## config.mk

```make
export PLATFORM = sky130hd
export DESIGN_NAME = fetch_queue_flat
export DESIGN_NICKNAME = d
export VERILOG_FILES = /design/src/rtl/fetch_queue_if.sv /design/src/rtl/fetch_queue.sv /design/src/flat_wrapper.sv
export SDC_FILE = /design/constraint.sdc
export NUM_CORES = 1
export LEC_CHECK = 0
export BUFFER_PORTS_ARGS = -buffer_cell sky130_fd_sc_hd__buf_2
export CORE_MARGIN = 1
export CORE_UTILIZATION = 60
export CTS_CLUSTER_SIZE = 20
export DETAILED_ROUTE_END_ITERATION = 10
export PLACE_DENSITY = 0.91
export SYNTH_ARGS = -nofsm -noshare
export SYNTH_HDL_FRONTEND = slang
export SYNTH_SLANG_ARGS = --single-unit
```

## constraint.sdc

```tcl
create_clock -name clk -period 3.2 [get_ports clk]
set_input_delay 0.16 -clock clk [delete_from_list [all_inputs] [get_ports clk]]
set_output_delay 0.16 -clock clk [all_outputs]
set_load 0.02 [all_outputs]
```

## src/rtl/fetch_queue_if.sv

```systemverilog
// Decode-facing fetch handshake: queue head payload with valid/ready.
interface fetch_queue_if;
  logic        valid;
  logic        ready;
  logic [31:0] pc;
  logic [31:0] ins;
  logic        ins_misalign;
  logic        predict_taken;

  modport master (output valid, pc, ins, ins_misalign, predict_taken, input ready);
  modport slave  (input valid, pc, ins, ins_misalign, predict_taken, output ready);
endinterface

```

## src/rtl/fetch_queue.sv

```systemverilog
// Instruction fetch stage: PC, 1-cycle imem reads, DEPTH-entry queue towards decode.
// Define FETCH_STATIC_PREDICT_EN to enable the fetch-side static JAL/backward-branch predictor.
module fetch_queue #(
  parameter logic [31:0] RESET_PC = 32'h0000_0040,
  parameter int unsigned DEPTH    = 4,
  parameter int unsigned IMEM_AW  = 8
) (
  input  logic               clk,
  input  logic               rst_n,
  output logic [IMEM_AW-1:0] imem_addr,
  output logic               imem_read,
  input  logic [31:0]        imem_data,
  input  logic               redirect,
  input  logic [31:0]        redirect_target,
  output logic               pipe_flush,
  fetch_queue_if.master      if_id
);

  localparam int unsigned PTR_W = (DEPTH > 1) ? $clog2(DEPTH) : 1;
  localparam int unsigned CNT_W = $clog2(DEPTH + 1);
  localparam int unsigned OCC_W = CNT_W + 1;
  localparam logic [31:0] NOP_INS = 32'h0000_0013;

  typedef struct packed {
    logic [31:0] pc;
    logic [31:0] ins;
    logic        misalign;
    logic        pred;
  } entry_t;

  entry_t             mem_q [DEPTH];
  entry_t             mem_d [DEPTH];
  logic [PTR_W-1:0]   head_q, head_d, tail_q, tail_d;
  logic [CNT_W-1:0]   count_q, count_d;
  logic [31:0]        pc_q, pc_d, req_pc_q, req_pc_d;
  logic               inflight_q, inflight_d;
  logic               halted_q, halted_d;
  logic               pipe_flush_q, pipe_flush_d;

  logic               pop, push, issue, resp_valid, misalign_push;
  logic               pred_taken;
  logic [31:0]        pred_target;
  logic [OCC_W-1:0]   occ, occ_after_pop;
  entry_t             push_entry, head_entry;

  // Static prediction on the returning word; inert unless the feature is built in.
  always_comb begin
    pred_taken  = 1'b0;
    pred_target = '0;
`ifdef FETCH_STATIC_PREDICT_EN
    if (resp_valid) begin
      if (imem_data[6:0] == 7'b1101111) begin
        pred_taken  = 1'b1;
        pred_target = req_pc_q + {{11{imem_data[31]}}, imem_data[31], imem_data[19:12],
                                  imem_data[20], imem_data[30:21], 1'b0};
      end else if (imem_data[6:0] == 7'b1100011 && imem_data[31]) begin
        pred_taken  = 1'b1;
        pred_target = req_pc_q + {{19{imem_data[31]}}, imem_data[31], imem_data[7],
                                  imem_data[30:25], imem_data[11:8], 1'b0};
      end
    end
`endif
  end

  // Next-state: credit-based issue, response/misalign push, redirect squash.
  always_comb begin
    mem_d        = mem_q;
    head_d       = head_q;
    tail_d       = tail_q;
    count_d      = count_q;
    pc_d         = pc_q;
    req_pc_d     = req_pc_q;
    inflight_d   = 1'b0;
    halted_d     = halted_q;
    pipe_flush_d = redirect;

    pop           = (count_q != '0) && if_id.ready;
    resp_valid    = inflight_q && !redirect;
    occ           = OCC_W'(count_q) + OCC_W'(inflight_q) - OCC_W'(pop);
    occ_after_pop = OCC_W'(count_q) - OCC_W'(pop);
    issue         = !halted_q && !redirect && !pred_taken && (pc_q[1:0] == 2'b00) &&
                    (occ < OCC_W'(DEPTH));
    misalign_push = !halted_q && !redirect && (pc_q[1:0] != 2'b00) && !inflight_q &&
                    (occ_after_pop < OCC_W'(DEPTH));
    push          = resp_valid || misalign_push;
    push_entry    = misalign_push ? {pc_q, NOP_INS, 1'b1, 1'b0}
                                  : {req_pc_q, imem_data, 1'b0, pred_taken};

    if (push) begin
      mem_d[tail_q] = push_entry;
      tail_d        = tail_q + PTR_W'(1);
    end
    if (pop) head_d = head_q + PTR_W'(1);
    count_d = count_q + CNT_W'(push) - CNT_W'(pop);

    if (issue) begin
      pc_d       = pc_q + 32'd4;
      req_pc_d   = pc_q;
      inflight_d = 1'b1;
    end
    if (pred_taken)    pc_d     = pred_target;
    if (misalign_push) halted_d = 1'b1;

    if (redirect) begin
      head_d   = '0;
      tail_d   = '0;
      count_d  = '0;
      pc_d     = redirect_target;
      halted_d = 1'b0;
    end
  end

  always_ff @(posedge clk) begin
    if (!rst_n) begin
      for (int i = 0; i < int'(DEPTH); i++) mem_q[i] <= '0;
      head_q       <= '0;
      tail_q       <= '0;
      count_q      <= '0;
      pc_q         <= RESET_PC;
      req_pc_q     <= '0;
      inflight_q   <= 1'b0;
      halted_q     <= 1'b0;
      pipe_flush_q <= 1'b1;
    end else begin
      mem_q        <= mem_d;
      head_q       <= head_d;
      tail_q       <= tail_d;
      count_q      <= count_d;
      pc_q         <= pc_d;
      req_pc_q     <= req_pc_d;
      inflight_q   <= inflight_d;
      halted_q     <= halted_d;
      pipe_flush_q <= pipe_flush_d;
    end
  end

  // Head fields read as zero while the queue is empty.
  always_comb begin
    head_entry = (count_q != '0) ? mem_q[head_q] : '0;
  end

  assign imem_read           = issue;
  assign imem_addr           = pc_q[IMEM_AW+1:2];
  assign pipe_flush          = pipe_flush_q;
  assign if_id.valid         = (count_q != '0);
  assign if_id.pc            = head_entry.pc;
  assign if_id.ins           = head_entry.ins;
  assign if_id.ins_misalign  = head_entry.misalign;
  assign if_id.predict_taken = head_entry.pred;

endmodule
```

## src/flat_wrapper.sv

```systemverilog
// flat-port wrapper written by rule: the top's interface ports become plain ports
module fetch_queue_flat 
#(
  parameter logic [31:0] RESET_PC = 32'h0000_0040,
  parameter int unsigned DEPTH    = 4,
  parameter int unsigned IMEM_AW  = 8
)
  (clk, rst_n, imem_addr, imem_read, imem_data, redirect, redirect_target, pipe_flush, if_id_valid, if_id_pc, if_id_ins, if_id_ins_misalign, if_id_predict_taken, if_id_ready);
  fetch_queue_if if_id_i ();
  input  logic clk;
  input  logic rst_n;
  output logic [IMEM_AW-1:0] imem_addr;
  output logic imem_read;
  input  logic [31:0] imem_data;
  input  logic redirect;
  input  logic [31:0] redirect_target;
  output logic pipe_flush;
  output wire logic [$bits(if_id_i.valid)-1:0] if_id_valid;
  output wire logic [$bits(if_id_i.pc)-1:0] if_id_pc;
  output wire logic [$bits(if_id_i.ins)-1:0] if_id_ins;
  output wire logic [$bits(if_id_i.ins_misalign)-1:0] if_id_ins_misalign;
  output wire logic [$bits(if_id_i.predict_taken)-1:0] if_id_predict_taken;
  input wire logic [$bits(if_id_i.ready)-1:0] if_id_ready;
  assign if_id_valid = if_id_i.valid;
  assign if_id_pc = if_id_i.pc;
  assign if_id_ins = if_id_i.ins;
  assign if_id_ins_misalign = if_id_i.ins_misalign;
  assign if_id_predict_taken = if_id_i.predict_taken;
  assign if_id_i.ready = if_id_ready;
  fetch_queue #(.RESET_PC(RESET_PC), .DEPTH(DEPTH), .IMEM_AW(IMEM_AW)) u_core (.clk(clk), .rst_n(rst_n), .imem_addr(imem_addr), .imem_read(imem_read), .imem_data(imem_data), .redirect(redirect), .redirect_target(redirect_target), .pipe_flush(pipe_flush), .if_id(if_id_i));
endmodule
```

==> results.toml, run 1 <==
[route]
drt-met1-wl_microns = 15700
totalWireLength_microns = 40800
post_drt_wl_per_cell_microns = 19.7
num_vias = 13000
vias_per_cell = 6.27
postRouteAntennaNets = 0
dr.pass1.iters = 7
post-route-drc-count = 0
top_layer_used = "met4"
met3WireLength_microns = 2940
wl_met2_microns = 20300
drtIter0Drc = 1317

[yosys]
synth_most_common_cell = "nand2_1"
synth.distinct_cells = 48
syn-instance-count = 1633
synth_seq_cells = 334
synth_largest_area_cell = "dfxtp_1"
async_reset_ff_frac = 0
syn_avg_cell_area_sq_um = 9.57
ys_top_cells_by_count = "nand2_1, dfxtp_1, o211a_1"
syn_area_sq_um = 15600
synth_edf_count = 0
synth_seq_area_share = 0.428
synth_ff_type = "dfxtp_1"
synth_warnings = 0
synth_nets = 1711
synth_area_leaders = "dfxtp_1, nand2_1, mux4_2"
synth_top_cell_area_share = 0.428

[power_and_ir_drop]
clkPwrFrac = 0.439
switching_power_uw = 2250
peakVddDrop_uv = 425
cellLeakagePower_uw = 0.00816
pwr-share-seq = 0.473
p_sw_frac = 0.242
p_int_uw = 7040
power.density_nw_per_um2 = 519
combPwrFrac = 0.088

[worst_setup_path]
worstSetupPathType = "reg -> out"
worstPathRequired_ns = 3.04
worstSetupEndpoint = "imem_read"
rr_startpoint = "u_core.count_q[0]"
r2r_slack_ns = 0.15
end_kind = "output pin"
crit_fanout = 9
cp.arrival_ns = 2.90
worst_path_max_delay_cell = "or4_1"
cpMostUsedCell = "nand2_1"
startpoint_type = "flop"
slowest_delay_ns = 0.42
path_cells = "nor2b_1 -> o21ai_0 -> ha_1 -> xnor2_1 -> or4_1 -> a32o_4 -> nand2_1 -> nand2_1 -> clkinv_4 -> buf_2"
r2r_end = "u_core.pc_q[9]"
critPathLaunch = "u_core.count_q[0]"
reg2reg_depth = 9

[layout]
diodes = 0
final_nets = 1798
syn_to_final_growth_pct = 14.5
stdcell_count = 2074
layout-drive-gt1-share = 0.182

[sta]
clock_skew_ns = 0.0319
finalCritPeriodShare = 0.958
rsz0062_at_grt = "no"
tightest_slew_ns = 0.895
setup_violations = 0
tns_ns = 0
fmax_ghz = 0.326
fin_crit_ns = 3.06
final-hold-violation-count = 0
final_max_slew_viol_count = 0
relSlewSlack = 0.388

[clock_network]
cts_tree = "done"
cts_root_buf = "clkbuf_16"
cts.clk_slew.worst_paths_ns = 0.06
cts_buffers = 35
htree_levels = 2
clk_latency_ns = 0.52
cts_buffer_depth = 3
cts_sinks = 334

[global_routing]
globalRouteOverflowTotal = 0
antenna_found_initial = 0
grt_pass1_vias = 13100
grt_max_degree = 130
grt_pass1_wl_microns = 65200
grtUsageTotal = 0.304

[worst_hold_path]
min_path_type = "in -> reg"

[run]
drv_cap = 0

[floorplanning]
num_rows = 58
fp.dieArea_sq_um = 26700
die_x_microns = 163
ios = 145
core_sq_um = 25400
start_util = 0.615
die_y_microns = 163

[placement]
globalplace.congestion = 0.898
dp_cells = 1984
io_buffer_count = 143
hpwl_microns = 23800

[status]
outcome = "complete, no violations"
## per-layer routing
layer	vias up	track usage
met4	0	0.158
met5	-	0
met2	649	0.527
met1	6330	0.358
met3	164	0.0543
li1	5868	-
## layout by cell type (no fill, tap or decap), drive strengths merged, types with 4 or more instances in the layout
cell type and instances:
a31oi 4, o21ai 34, o211a 141, nand4 10
a21boi 116, nand2 394, a2111oi 9, clkbuf 49
a22oi 4, nand3 11, ha 9, and2 70
dfxtp 334, buf 179, or3 6, mux2i 66
a21oi 26, nor2b 70, clkinv 8, and3 6
nor3 8, a211oi 16, dlygate4sd3 25, mux4 65
xnor2 21, inv 14, nor2 17
## worst min path at each step
stage                        startpoint                to  slack (ns)  cells after the start
floorplan            redirect_target[6]    u_core.pc_q[6]        0.31                      2
global placement     redirect_target[0]    u_core.pc_q[0]        0.42                      3
detailed placement   redirect_target[0]    u_core.pc_q[0]        0.43                      3
CTS                 redirect_target[21]   u_core.pc_q[21]       0.006                      3
global route        redirect_target[27]   u_core.pc_q[27]        0.04                      3
finish                      if_id_ready  u_core.head_q[0]        0.03                      4
## kinds of logic after synthesis
group | Yosys count | share of synthesized area
flops | 334 | 0.428
mux | 131 | 0.136
compound gates | 356 | 0.187
fa+ha+maj | 10 | 0.00849
simple gates | 608 | 0.177
other cells | 1 | 0.000240
xor+xnor | 24 | 0.0135
buf+inv | 169 | 0.0495
## state kept, by name (all words and copies together), names as in the netlist
name,cells
u_core.pc_q,32
u_core.pipe_flush,1
u_core.inflight_q,1
u_core.count_q,3
u_core.head_q,2
u_core.tail_q,2
u_core.halted_q,1
u_core.req_pc_q,32
u_core.mem_q,260
## power by group through the flow
stage          logic [uW]  registers, uW  clock network [uW]
3_5_place_dp          765           4470                   0
6_report              818           4390                4080
2_1_floorplan         587           4430                   0
3_3_place_gp          742           4460                   0
4_1_cts               802           4380                4100
5_1_grt               878           4400                4280
## what timing repair did
item,in CTS,in global routing
resized for setup,2,6
buffers inserted,0,4
pin swaps,0,1
hold buffers,25,0
endpoints found under the hold margin,25,0
endpoints found under the setup margin,2,3
## cell type report
cell class,count,area [sq um]
clock buffers,49,990
well taps,330,413
clock inverters,12,148
flip-flops and latches,334,6690
fillers,1677,7500
repair buffers,204,1390
inverters,15,61.3
multi-input cells,1130,8200
## worst max-delay path, delay by kind of cell (launching register included)
family,cells,cell delay [ns]
xor gates and xnor gates,1,0.15
DFF,1,0.35
buffers and inverters,2,0.37
and+or+nand+nor,4,0.78
adders and majority gates,1,0.26
AOI/OAI and AO/OA,2,0.48
## stage by stage
step	setup WS, ns	hold WS, ns	total power (uW)	instance area [sq um]	util
floorplan	0.582	0.309	5020	15600	-
global placement	0.231	0.417	5210	16500	0.648
detailed placement	0.0386	0.425	5240	16500	0.648
CTS	0.0290	0.00586	9290	17800	0.703
global route	0.0375	0.0365	9560	17900	0.705
finish	0.135	0.0275	9290	17900	0.705
No activity file was read; power rests on OpenSTA's default activity.
==> run 2, diff against run 1 <==
- CELL_PAD_IN_SITES_DETAIL_PLACEMENT: not set -> 0
- CELL_PAD_IN_SITES_GLOBAL_PLACEMENT: not set -> 1
- CORE_UTILIZATION: 60 -> 46
- CTS_CLUSTER_DIAMETER: not set -> 100
- PLACE_DENSITY: 0.91 -> 0.9
- clock period: 3.2 -> 2.95 ns (I/O delays scaled with it)
==> run 2 against run 1 <==
Compared with the run above: register-to-register slack worse by 0.03 ns; sequential share of layout area up 0.28 points; power down 9.4%; worst hold slack worse by 0.012 ns; critical path depth unchanged; largest power group unchanged; non-clock buffer count up 31; sequential cell count unchanged; die area up 30%; via count down 5.7%; global-route usage down 8.1 points.
==> results.toml, run 2 (same netlist as run 1, synthesis figures left out) <==
[global_routing]
grtUsageTotal = 0.223
grt_pass1_vias = 12200
antenna_found_initial = 0
grt_pass1_wl_microns = 64000
globalRouteOverflowTotal = 0
grt_max_degree = 148

[worst_setup_path]
startpoint_type = "flop"
end_kind = "output pin"
worstSetupPathType = "reg -> out"
crit_fanout = 7
worstPathRequired_ns = 2.80
cp.arrival_ns = 2.69

[route]
post-route-drc-count = 0
dr.pass1.iters = 5
totalWireLength_microns = 39000
post_drt_wl_per_cell_microns = 17.9
postRouteAntennaNets = 0
vias_per_cell = 5.61
num_vias = 12300
drtIter0Drc = 830

[floorplanning]
ios = 145
die_y_microns = 186
core_sq_um = 33400
num_rows = 67
fp.dieArea_sq_um = 34700
start_util = 0.467
die_x_microns = 186

[run]
drv_cap = 0

[power_and_ir_drop]
combPwrFrac = 0.109
power.density_nw_per_um2 = 474
peakVddDrop_uv = 366
cellLeakagePower_uw = 0.00803
p_int_uw = 6330
switching_power_uw = 2090
clkPwrFrac = 0.328
pwr-share-seq = 0.563
p_sw_frac = 0.249

[placement]
hpwl_microns = 24100
io_buffer_count = 143
dp_slack_ns = -0.0510
dp_cells = 2124
globalplace.congestion = 0.822
placedInstanceArea_sq_um = 16800

[clock_network]
cts_buffer_depth = 3
cts.clk_slew.worst_paths_ns = 0.09
cts_root_buf = "clkbuf_16"
cts_sinks = 334
htree_levels = 1
cts_buffers = 20
cts_tree = "done"
clk_latency_ns = 0.52

[layout]
final_cell_mix = "nand2_1, dfxtp_1, buf_2"
largest_reg_flops = 260
final_cell_area_sq_um = 17800
stdcell_count = 2186
syn_to_final_growth_pct = 13.7
largest_register = "u_core.mem_q"
mostFrequentLayoutCell = "nand2_1"
layout-drive-gt1-share = 0.181
diodes = 0
reg_top3 = "u_core.mem_q: 260 flops, u_core.pc_q: 32 flops, u_core.req_pc_q: 32 flops"
final_nets = 1815

[sta]
finalCritPeriodShare = 0.960
final-hold-violation-count = 0
final_max_slew_viol_count = 0
clock_skew_ns = 0.0167
setup_violations = 0
finalWorstSetupSlack_ns = 0.117
rsz0062_at_grt = "no"
fmax_ghz = 0.353
hold_slack_ns = 0.0154
tightest_slew_ns = 0.896
relSlewSlack = 0.402
fin_crit_ns = 2.83

[status]
outcome = "complete, no violations"

[worst_hold_path]
min_path_type = "in -> reg"
run 2: area by class of cell:
type / count / area [sq um]
sequential: 334 / 6700
multi-input combinational: 1131 / 8230
timing repair buffer: 235 / 1690
clock buffer: 22 / 529
tap: 448 / 561
inverter: 15 / 58.8
clock inverter: 1 / 8.76
fill: 2995 / 15700
run 2: critical path, stage by stage (launching register included):
cell and delay, ns:
dfxtp_4 0.41, inv_1 0.10, ha_4 0.28, xnor2_1 0.14, or4_1 0.42, a32o_4 0.28
nand2_1 0.07, nand2_2 0.08, inv_4 0.07, buf_4 0.14, buf_2 0.17
run 2: metrics by stage:
step | power [uW] | setup TNS [ns] | utilization
global route | 8750 | 0 | 0.531
detailed placement | 5720 | -0.123 | 0.502
floorplan | 5440 | 0 | -
CTS | 8500 | 0 | 0.530
finish | 8420 | 0 | 0.531
global placement | 5700 | 0 | 0.502
run 2: final timing paths:
kind                                           to  slack [ns]         startpoint  cells past startpoint
worst min register to register   u_core.mem_q[17]        0.45   u_core.mem_q[17]                      2
worst min-delay path            u_core.mem_q[201]        0.02       imem_data[1]                      4
worst max-delay path                    imem_read        0.12  u_core.count_q[1]                     10
worst max register to register    u_core.pc_q[23]        0.12  u_core.count_q[1]                      9
run 2: power by group through the flow:
| stage | Clock (uW) | Combinational [uW] | Sequential, uW |
|---|---|---|---|
| 3_5_place_dp | 0 | 876 | 4840 |
| 5_1_grt | 2990 | 1000 | 4760 |
| 6_report | 2760 | 915 | 4740 |
| 4_1_cts | 2840 | 918 | 4740 |
| 2_1_floorplan | 0 | 637 | 4810 |
| 3_3_place_gp | 0 | 861 | 4840 |
run 2: routing by layer:
layer | global-route usage | part of all wire | vias up
met2 | 0.396 | 0.50 | 335
li1 | - | - | 5878
met5 | 0 | 0 | -
met4 | 0.0490 | 0.018 | 0
met1 | 0.291 | 0.43 | 6003
met3 | 0.0252 | 0.052 | 47
run 2: what timing repair did:
item,CTS,global route
setup endpoints to repair,12,9
endpoints found under the hold margin,36,0
gates cloned,1,0
pin swaps,2,2
buffers inserted,4,1
hold buffers,33,0
gates resized for setup,8,8
==> run 3, diff against run 2 <==
- BUFFER_PORTS_ARGS: -buffer_cell sky130_fd_sc_hd__buf_2 -> -buffer_cell sky130_fd_sc_hd__buf_4
- CORE_MARGIN: 1 -> not set
- GPL_TIMING_DRIVEN: not set -> 0
==> run 3 against run 2 <==
Compared with the run above: fmax decreased by 2.0%; power is 2.8% higher; clock skew decreased by 0.0011 ns; worst setup slack worse by 0.057 ns; die area did not move; count of clock-buffer cells in the layout unchanged; critical path type unchanged; critical endpoint unchanged.
==> results.toml, run 3 (same netlist as run 1, synthesis figures left out) <==
[layout]
final_nets = 1907
diodes = 0
largest_reg_flops = 260
final_util = 0.545
mostFrequentLayoutCell = "nand2_1"
final_cell_area_sq_um = 18200
largest_register = "u_core.mem_q"
reg_top3 = "u_core.mem_q: 260 flops, u_core.pc_q: 32 flops, u_core.req_pc_q: 32 flops"
layout-drive-gt1-share = 0.178
final_cell_mix = "nand2_1, dfxtp_1, buf_4"
syn_to_final_growth_pct = 16.6
stdcell_count = 2278
fillers = 3089

[route]
totalWireLength_microns = 44800
dr.pass1.iters = 6
postRouteAntennaNets = 0
post-route-drc-count = 0
num_vias = 12800
vias_per_cell = 5.63
drtIter0Drc = 891
post_drt_wl_per_cell_microns = 19.7

[sta]
tightest_slew_ns = 0.856
final_max_slew_viol_count = 0
setup_violations = 0
final-hold-violation-count = 0
fin_crit_ns = 2.89
hold_slack_ns = 0.00681
fmax_ghz = 0.346
clock_skew_ns = 0.0156
finalCritPeriodShare = 0.980
rsz0062_at_grt = "yes"
relSlewSlack = 0.424

[clock_network]
cts_root_buf = "clkbuf_16"
cts_buffers = 20
htree_levels = 1
cts_tree = "done"
cts_buffer_depth = 3
clk_latency_ns = 0.53
cts_sinks = 334
cts.clk_slew.worst_paths_ns = 0.09

[power_and_ir_drop]
power.density_nw_per_um2 = 475
cellLeakagePower_uw = 0.00824
peakVddDrop_uv = 371

[placement]
hpwl_microns = 31700
io_buffer_count = 142
placedInstanceArea_sq_um = 17300
dp_cells = 2223
globalplace.congestion = 0.880

[worst_hold_path]
min_path_type = "in -> reg"

[global_routing]
grtUsageTotal = 0.256
grt_pass1_wl_microns = 70800
globalRouteOverflowTotal = 0
grt_max_degree = 21
grt_pass1_vias = 12900
antenna_found_initial = 0

[run]
drv_cap = 0

[floorplanning]
ios = 145
die_x_microns = 186
core_sq_um = 33400
fp.dieArea_sq_um = 34700
start_util = 0.467
num_rows = 67
die_y_microns = 186

[worst_setup_path]
end_kind = "output pin"
worstSetupPathType = "reg -> out"
cp.arrival_ns = 2.74
crit_fanout = 10
worstPathRequired_ns = 2.80
startpoint_type = "flop"

[status]
outcome = "complete, no violations"
-- run 3: changes by cell type in the layout (fill, tap and decap cells not counted), sizes merged --
cell         delta
clkbuf         +86
buf             +9
dlygate4sd3     -2
a311o           -1
bufinv          +1
clkinv          -1
-- run 3: final timing paths --
| kind | startpoint | endpoint | slack (ns) | cells past startpoint |
|---|---|---|---|---|
| hold / removal | imem_data[0] | u_core.mem_q[134] | 0.007 | 4 |
| setup reg to reg | u_core.count_q[0] | u_core.pc_q[9] | 0.13 | 8 |
| setup / recovery | u_core.count_q[0] | imem_read | 0.06 | 12 |
| hold reg to reg | u_core.mem_q[75] | u_core.mem_q[75] | 0.45 | 2 |
-- run 3: repair_timing --
action | 4_1_cts | 5_1_grt
hold buffers | 31 | 0
pin swaps | 1 | 1
gates resized for setup | 27 | 21
setup buffers | 1 | 1
endpoints found under the hold margin | 31 | 0
cloned | 0 | 0
setup endpoints to repair | 118 | 233
-- run 3: power by group --
part           switching [uW]  total, uW  leakage, uW  internal (uW)
Sequential               99.1       4730      0.00271           4630
Combinational             573       1020      0.00525            447
Clock                    1520       2900     0.000280           1380
-- run 3: area by class of cell --
cell class              instances  area [sq um]  share of cell area
inverters                      15          56.3             0.00309
repair buffers                175          1400              0.0765
multi-input cells            1130          8200               0.450
clock inverters                 1          30.0             0.00165
flip-flops and latches        334          6700               0.367
clock buffers                  22           539              0.0296
well taps                     448           561              0.0308
plain buffers                 153           747              0.0410
-- run 3: metal layers --
layer  vias to the layer above  GRT usage  wire length, microns
met1                      6340      0.336                 19300
met4                         0     0.0791                  1340
li1                       6070          -                     -
met5                         -          0                     0
met2                       350      0.437                 22000
met3                        70     0.0312                  2210
-- run 3: critical path, cell delays in order, from the launching register on --
cell and delay (ns):
dfxtp_2 0.36, nor2b_4 0.12, o21ai_1 0.09, ha_2 0.20
xnor2_1 0.12, or4_1 0.40, a32o_1 0.24, buf_6 0.15
nand2_1 0.07, nand2_2 0.08, inv_2 0.12, buf_12 0.15
buf_6 0.12
-- run 3: through the flow --
step / power, uW / worst slack [ns] / TNS [ns]
2_1_floorplan: 5440 / 0.332 / 0
3_3_place_gp: 5780 / -0.0275 / -0.104
3_5_place_dp: 5800 / -0.104 / -2.29
4_1_cts: 8670 / 0.00428 / 0
5_1_grt: 8930 / -0.0888 / -0.108
6_report: 8660 / 0.0602 / 0
